File: src/rtl/time_counter.sv
// BCD hour/minute/second counter driven by three asynchronous count strobes.
// Each strobe is synchronised, rising-edge detected and advances one field.
module time_counter #(
    parameter int SEC_MOD  = 60,
    parameter int MIN_MOD  = 60,
    parameter int HOUR_MOD = 24
) (
    input  logic       clk,
    input  logic       reset,
    input  logic       clk_s,
    input  logic       clk_m,
    input  logic       clk_h,
    output logic [7:0] sec,
    output logic [7:0] min,
    output logic [7:0] hour,
    output logic       s_bit,
    output logic       m_bit
);

    function automatic logic [7:0] to_bcd(input int v);
        logic [3:0] tens;
        logic [3:0] units;
        tens  = 4'(v / 10);
        units = 4'(v % 10);
        return {tens, units};
    endfunction

    // Terminal value is compared directly so the field never leaves 00..MOD-1.
    function automatic logic [7:0] bcd_inc(input logic [7:0] v, input logic [7:0] last);
        if (v == last)
            return 8'h00;
        else if (v[3:0] == 4'd9)
            return {v[7:4] + 4'd1, 4'd0};
        else
            return {v[7:4], v[3:0] + 4'd1};
    endfunction

    localparam logic [7:0] SEC_LAST  = to_bcd(SEC_MOD - 1);
    localparam logic [7:0] MIN_LAST  = to_bcd(MIN_MOD - 1);
    localparam logic [7:0] HOUR_LAST = to_bcd(HOUR_MOD - 1);

    // Bit order in the strobe vectors: [0]=seconds, [1]=minutes, [2]=hours.
    logic [2:0] raw;
    logic [2:0] strobe_s1;
    logic [2:0] strobe_s2;
    logic [2:0] strobe_d;
    logic [2:0] rise;

    assign raw  = {clk_h, clk_m, clk_s};
    assign rise = strobe_s2 & ~strobe_d;

    // Loading the raw level on reset makes a strobe held high across release look already-seen.
    always_ff @(posedge clk) begin
        if (reset) begin
            strobe_s1 <= raw;
            strobe_s2 <= raw;
            strobe_d  <= raw;
        end else begin
            strobe_s1 <= raw;
            strobe_s2 <= strobe_s1;
            strobe_d  <= strobe_s2;
        end
    end

    always_ff @(posedge clk) begin
        if (reset) begin
            sec   <= 8'h00;
            min   <= 8'h00;
            hour  <= 8'h00;
            s_bit <= 1'b0;
            m_bit <= 1'b0;
        end else begin
            s_bit <= rise[0] && (sec == SEC_LAST);
            m_bit <= rise[1] && (min == MIN_LAST);
            if (rise[0])
                sec <= bcd_inc(sec, SEC_LAST);
            if (rise[1])
                min <= bcd_inc(min, MIN_LAST);
            if (rise[2])
                hour <= bcd_inc(hour, HOUR_LAST);
        end
    end

endmodule
File: config.mk
export PLATFORM = sky130hd
export DESIGN_NAME = time_counter
export DESIGN_NICKNAME = d
export VERILOG_FILES = /design/src/rtl/time_counter.sv
export SDC_FILE = /design/constraint.sdc
export NUM_CORES = 1
export LEC_CHECK = 0
export CORE_ASPECT_RATIO = 0.8
export CORE_MARGIN = 2
export CORE_UTILIZATION = 30
export DETAILED_ROUTE_END_ITERATION = 10
export PLACE_DENSITY = 0.52
export SYNTH_ARGS = -nofsm -noshare
export SYNTH_HDL_FRONTEND = slang
export SYNTH_SLANG_ARGS = --single-unit
File: constraint.sdc
create_clock -name clk -period 1.5 [get_ports clk]
set_input_delay 0.15 -clock clk [delete_from_list [all_inputs] [get_ports clk]]
set_output_delay 0.15 -clock clk [all_outputs]
set_load 0.05 [all_outputs]
-- Word level (Yosys, flattened, before mapping)
Index checks and enable logic that the tools add are counted.
- word-level logic and storage cells: 41
- register bits: 35
- bits in read-only memories: 0
- memories: 0
- output and inout bits: 26
- input bits: 5
- latch bits: 0
- memory bits (writable): 0
- magnitude comparators: 0
- shift operators: 0
- $mul: 0
- equality and inequality tests: 6
- bitwise logic cells: 2
- add/sub/neg operators: 6
- reduce and logical (&&, ||, !) cells: 8
- mux-type cells: 8
- div/mod/pow operators: 0
- operators with widths (operator ; count):
    8-bit two-way mux ; 6
    4-bit by 1-bit adder with 4-bit output, second input constant ; 6
    8-bit by 7-bit == test with 1-bit output, second input constant ; 2
    4-bit == test, second input constant ; 3
    8-bit by 6-bit == test with 1-bit output, second input constant ; 1
    3-bit two-way mux ; 2
    2-bit AND reduction ; 3
    2-bit nonzero test ; 3
    3-bit AND ; 1
    3-bit inverter ; 1
    1-bit logical AND ; 2

-- Depth between registers and ports, before layout
Gate-level depths: netlist (run 1).
- word-level depth: 3
- depth in mapped cells: 5

-- Worst setup path after synthesis (run 1)
OpenSTA, ideal clock, no wires.
- kind: register to register
- start point: register hour[5]
- end point: register hour[4]
- library setup time: 125 ps
- data arrival time: 1649 ps
- required time: 1375 ps
- cell stages (with the launch flop): 5
- slack: -274 ps
- period minus slack after synthesis: 1774 ps
- cell sequence: dfxtp_1 ha_1 nor4b_1 nor3b_1 o31ai_1
- longest elaborated chain between the ends: 3
- elaborated cells on any way between the ends: 4
- those cells by class: 1 x eq/ne; 1 x mux; 2 x reduce/logical
- RTL lines (element ; line ; text):
    start, declared ; 15 ; output logic [7:0] hour,
    start signal, assigned ; 80 ; hour <= bcd_inc(hour, HOUR_LAST);
    8-bit by 6-bit == test with 1-bit output * ; 30 ; if (v == last)
    2-bit nonzero test (no line) ; - ;
    2-bit AND reduction (no line) ; - ;
Mark *: on every way between the ends. The rest lies on a longest branch, timed or not.
A chain may end at the register's enable or synchronous reset.

-- Worst setup path after layout (run 1)
- start point: register min[1]
- end point: register min[7]
- longest elaborated chain between the ends: 3
- elaborated cells on any way between the ends: 5
- those cells by class: 2 x eq/ne; 1 x mux; 2 x reduce/logical
- RTL lines (element ; line ; text):
    start, declared ; 14 ; output logic [7:0] min,
    start signal, assigned ; 78 ; min <= bcd_inc(min, MIN_LAST);
    8-bit by 7-bit == test with 1-bit output / 4-bit == test (equally long branches) ; 30, 32 ;
    2-bit nonzero test (no line) ; - ;
    2-bit AND reduction (no line) ; - ;
Parallel ways exist; a longest one is shown, timed or not.

==> flow_summary.ini, run 1 <==
[run_status]
status = complete, no violations

[worst_setup_path]
setup.worst_path.start = min[1]$_SDFFE_PP0P_
path_max_fanout = 5
cp_slowest_cell = or4b_1
required_ns = 1.72
path_class = reg -> reg
startpoint_type = register
end_kind = register
cp_slowest_stage_delay_ns = 0.51
worst_path_most_repeated_cell = inv_1
path_cells = inv_1 > ha_1 > inv_1 > or4b_1 > a21oi_1
rrSetupSlack_ns = 0.12
worstReg2RegStart = min[1]$_SDFFE_PP0P_
cp.arrival_ns = 1.59

[finish]
final_cells = 285
layout-drive-gt1-share = 0.291
nets = 235
layout_commonest_cell = buf_4
final_cell_mix = buf_4, dfxtp_1, inv_1
diodes = 0
syn2layout_area_growth_pct = 32.0

[route]
detail-route-antenna-nets = 0
wirelength_mm = 3.44
drc = 0
dr_wl_met2_mm = 1.37
drt_iter0_markers = 57
dr.pass1.iters = 4
wl_met3_um = 160
num_vias = 1390
highest_layer = met4
wl_per_cell_um = 12.1
wl_met1_mm = 1.88
vias_per_cell = 4.88

[sta]
worst_slew_pin_slew_ns = 0.483
finalSetupViolCount = 0
fin_crit_ns = 1.38
relSlewSlack = 0.677
setup_tns_ns = 0
skew_ns = 0.00957
hold_viol_final = 0
post-route-period-util = 0.918
slew_viol_final = 0
grt_setup_unrepaired = false
fmax_mhz = 726

[yosys]
syn_nets = 191
ys.flop_type = dfxtp_1
synth-edff-count = 0
synth_cell_types = 44
synth_area_per_cell_um2 = 9.32
synth-seq-cells = 35
syn-cell-area_um2 = 1640
postSynth.asyncResetShare = 0
ys_seq_area_frac = 0.427
synthCells = 176
ys_warn_count = 0

[die]
start_util = 0.305
pin_count = 31
rows = 24
core-area_um2 = 5380
die-height_um = 70.1
dieArea_um2 = 6080
die_x_um = 86.7

[hold_path]
min_from = clk_s
hold_class = in -> reg

[cts]
hold_buffers = 0
cts_tree = built
cts_root_buffer = clkbuf_8
htreeDepth = 2
clock_sinks = 35
clk_pin_slew_ns = 0.07
clock_latency_ns = 0.28
cts-buffers-inserted = 5
clk_path_buf_depth = 2

[job]
drv_cap = 0

[pwr]
vdd_drop_max_uv = 391
power_density_nw_per_um2 = 844
cellLeakagePower_nw = 0.878

[global_route]
grt_start_max_net_pins = 26
grt_pass1_wl_mm = 6.07
grt_usage = 0.126
grt-ovfl-total = 0
first_global_vias = 1321
antenna_found_initial = 0

[place]
hpwl_mm = 2.50
globalplace.congestion = 0.694
dp.cells = 278
port_buffers = 30
-- registers in the layout (all words and copies together), names as in the netlist --
| name | flops |
|---|---|
| s_bit | 1 |
| min | 8 |
| sec | 8 |
| hour | 8 |
| m_bit | 1 |
| strobe_d | 3 |
| strobe_s1 | 3 |
| strobe_s2 | 3 |
-- stage by stage --
stage | util | setup WS [ns] | hold slack [ns] | cell area [um^2] | total power, mW
2_1_floorplan | - | 0.00674 | 0.178 | 1670 | 1.13
6_report | 0.403 | 0.123 | 0.347 | 2160 | 1.83
5_1_grt | 0.403 | 0.0315 | 0.347 | 2160 | 1.92
3_3_place_gp | 0.386 | 0.0931 | 0.423 | 2070 | 1.22
3_5_place_dp | 0.386 | 0.0542 | 0.429 | 2070 | 1.22
4_1_cts | 0.400 | 0.0331 | 0.335 | 2150 | 1.86
-- power by group --
group	internal (mW)	switching, mW	leakage (nW)
registers	0.960	0.0325	0.294
logic	0.0842	0.119	0.546
clock network	0.320	0.311	0.0383
-- per-layer routing --
metal | up-vias | track usage
li1 | 732 | -
met3 | 5 | 0.0426
met1 | 629 | 0.183
met5 | - | 0
met2 | 24 | 0.172
met4 | 0 | 0.0417
-- repair_timing --
action                     CTS  global route
setup buffers                0             0
setup endpoints to repair    0             3
gates resized for setup      0             3
-- cells in the mapped netlist (all sizes together), types with 2 or more instances --
cell type / n / share of area
a211o: 2 / 0.011
a211oi: 5 / 0.023
a21oi: 11 / 0.034
a311oi: 2 / 0.011
a31o: 2 / 0.011
and3: 2 / 0.0076
and3b: 2 / 0.011
and4bb: 2 / 0.018
clkbuf: 3 / 0.0069
dfxtp: 35 / 0.43
ha: 10 / 0.076
inv: 17 / 0.039
nand2: 9 / 0.021
nand2b: 2 / 0.0076
nand3: 5 / 0.015
nand3b: 4 / 0.018
nand4b: 2 / 0.011
nor2: 7 / 0.016
nor2b: 5 / 0.019
nor3b: 3 / 0.014
nor4: 3 / 0.011
o21a: 2 / 0.0092
o21ai: 13 / 0.040
o31ai: 2 / 0.0092
o41ai: 2 / 0.011
or3: 7 / 0.027
-- cells by family after synthesis --
family	synth area share
xor gates and xnor gates	0.0107
and+or+nand+nor	0.240
adders and majority gates	0.0763
buffers and inverters	0.0526
DFF	0.427
AOI/OAI and AO/OA	0.194
-- area by class of cell --
type,count,area (um^2)
repair buffers,41,343
clock buffers,7,76.3
multi-input cells,120,873
flip-flops and latches,35,727
inverters,17,63.8
well taps,65,81.3
fillers,555,3210
-- worst paths after layout --
kind | to | cells past startpoint
setup / recovery | min[7]$_SDFFE_PP0P_ | 5
hold / removal | strobe_s1[0]$_DFF_P_ | 1
setup reg to reg | min[7]$_SDFFE_PP0P_ | 5
hold reg to reg | strobe_s2[2]$_DFF_P_ | 2
-- critical path: cells and delay by family, from the launching register on --
family | cells | cell delay, ns
and+or+nand+nor | 1 | 0.51
DFF | 1 | 0.35
adders and majority gates | 1 | 0.17
AOI/OAI and AO/OA | 1 | 0.15
buffers and inverters | 2 | 0.13
No activity file was read; power rests on OpenSTA's default activity.
==> inputs of run 2 (changes only) <==
CTS_BUF_LIST = sky130_fd_sc_hd__clkbuf_8   (was default)
==> run 2 against run 1 <==
Effect of this change:
- combinational power hardly changed
- global-route usage unchanged
- critical path depth did not move
- largest cell class unchanged
- sequential power is essentially flat
- register-to-register slack about the same
- critical path type unchanged
- final cell count did not move
- first-iteration DRC count stayed put
- clock power fell by 2%
- count of clock-buffer cells in the layout decreased by 2
- setup slack is essentially flat
==> flow_summary.ini, run 2 (synthesized netlist as in run 1, its figures left out) <==
[pwr]
cellLeakagePower_nw = 0.886
comb_power_share = 0.112
intPower_mw = 1.35
p_seq_frac = 0.548
power.net_switching_uw = 463
clkPwrFrac = 0.341
vdd_drop_max_uv = 390
swShare = 0.255
power_density_nw_per_um2 = 838

[sta]
grt_setup_unrepaired = false
fmax_mhz = 726
hold_viol_final = 0
fin_crit_ns = 1.38
finalSetupViolCount = 0
worst_slew_pin_slew_ns = 0.483
relSlewSlack = 0.677
post-route-period-util = 0.918
skew_ns = 0.00971
setup_tns_ns = 0
slew_viol_final = 0

[hold_path]
holdPathStages = 1
worstHoldEndpoint = strobe_s1[0]$_DFF_P_
hold_class = in -> reg
min_from = clk_s

[route]
wirelength_mm = 3.44
num_vias = 1390
dr.pass1.iters = 4
detail-route-antenna-nets = 0
wl_per_cell_um = 12.1
drc = 0
vias_per_cell = 4.88
drt_iter0_markers = 57

[cts]
cts-buffers-inserted = 5
clk_path_buf_depth = 2
clock_sinks = 35
hold_buffers = 0
cts_resized = 0
cts_tree = built
clock_latency_ns = 0.28
clk_pin_slew_ns = 0.07
htreeDepth = 2
cts_setup_buffers = 0
cts_root_buffer = clkbuf_8

[die]
rows = 24
die_x_um = 86.7
pin_count = 31
die-height_um = 70.1
start_util = 0.305
dieArea_um2 = 6080
core-area_um2 = 5380

[global_route]
grt_usage = 0.126
first_global_vias = 1321
antenna_found_initial = 0
grt_start_max_net_pins = 26
grt-ovfl-total = 0
grt_pass1_wl_mm = 6.07

[worst_setup_path]
cp_slowest_stage_delay_ns = 0.51
worst_path_most_repeated_cell = inv_1
cp.arrival_ns = 1.59
cp_slowest_cell = or4b_1
rrSetupSlack_ns = 0.12
required_ns = 1.72
end_kind = register
r2r-end = min[7]$_SDFFE_PP0P_
worstReg2RegStart = min[1]$_SDFFE_PP0P_
startpoint_type = register
path_max_fanout = 5
path_cells = inv_1 > ha_1 > inv_1 > or4b_1 > a21oi_1
r2r_cells = 5
path_class = reg -> reg

[run_status]
status = complete, no violations

[finish]
final_cell_mix = buf_4, dfxtp_1, inv_1
diodes = 0
biggestRegsByFlops = hour x8, min x8, sec x8
fillers = 555
layout_commonest_cell = buf_4
nets = 235
syn2layout_area_growth_pct = 32.0
layout-drive-gt1-share = 0.291
final_util = 0.403

[job]
drv_cap = 0

[place]
port_buffers = 30
globalplace.congestion = 0.694
hpwl_mm = 2.50
-- run 2: cell count changes in the layout (fill, tap and decap cells not counted) --
cell      before  now
clkbuf_1       2    0
inv_1         17   19
-- run 2: cell type report --
| type | instances | area [um^2] | area share |
|---|---|---|---|
| multi-input combinational | 120 | 873 | 0.403 |
| sequential | 35 | 727 | 0.336 |
| timing repair buffer | 41 | 343 | 0.158 |
| tap | 65 | 81.3 | 0.0376 |
| clock buffer | 5 | 68.8 | 0.0318 |
| inverter | 17 | 63.8 | 0.0295 |
| clock inverter | 2 | 7.51 | 0.00347 |
-- run 2: metal layers --
metal | vias up | global-route usage | wire, um
met5 | - | 0 | 0
met4 | 0 | 0.0417 | 34
met3 | 5 | 0.0426 | 160
met2 | 24 | 0.172 | 1370
met1 | 629 | 0.183 | 1870
li1 | 732 | - | -
-- run 2: power by group through the flow --
stage | Sequential [mW] | Clock (mW) | Combinational, mW
after floorplan | 1.05 | 0 | 0.0804
after global placement | 1.01 | 0 | 0.204
after detailed placement | 1.01 | 0 | 0.203
after CTS | 0.993 | 0.649 | 0.205
after global routing | 0.998 | 0.687 | 0.224
final | 0.993 | 0.617 | 0.203
-- run 2: worst max path at each step --
| stage | start | to | slack, ns | cells past startpoint |
|---|---|---|---|---|
| after CTS | hour[4]$_SDFFE_PP0P_ | hour[4]$_SDFFE_PP0P_ | 0.03 | 5 |
| after global routing | min[1]$_SDFFE_PP0P_ | min[7]$_SDFFE_PP0P_ | 0.03 | 5 |
| after detailed placement | hour[4]$_SDFFE_PP0P_ | hour[4]$_SDFFE_PP0P_ | 0.05 | 5 |
| after floorplan | min[2]$_SDFFE_PP0P_ | min[7]$_SDFFE_PP0P_ | 0.007 | 3 |
| final | min[1]$_SDFFE_PP0P_ | min[7]$_SDFFE_PP0P_ | 0.12 | 5 |
| after global placement | hour[4]$_SDFFE_PP0P_ | hour[4]$_SDFFE_PP0P_ | 0.09 | 5 |
-- run 2: per-stage QoR --
stage	instances	setup WS, ns	hold WS [ns]	total power [mW]	area [um^2]
4_1_cts	285	0.0331	0.335	1.85	2150
6_report	285	0.123	0.347	1.81	2160
3_3_place_gp	278	0.0931	0.423	1.22	2070
5_1_grt	285	0.0314	0.347	1.91	2160
2_1_floorplan	176	0.00674	0.178	1.13	1670
3_5_place_dp	278	0.0542	0.429	1.22	2070
-- run 2: worst max-delay path: cells and delay by family (launching register included) --
family / cells / cell delay (ns)
fa+ha+maj: 1 / 0.17
compound gates: 1 / 0.15
flops: 1 / 0.35
buf+inv: 2 / 0.13
simple gates: 1 / 0.51
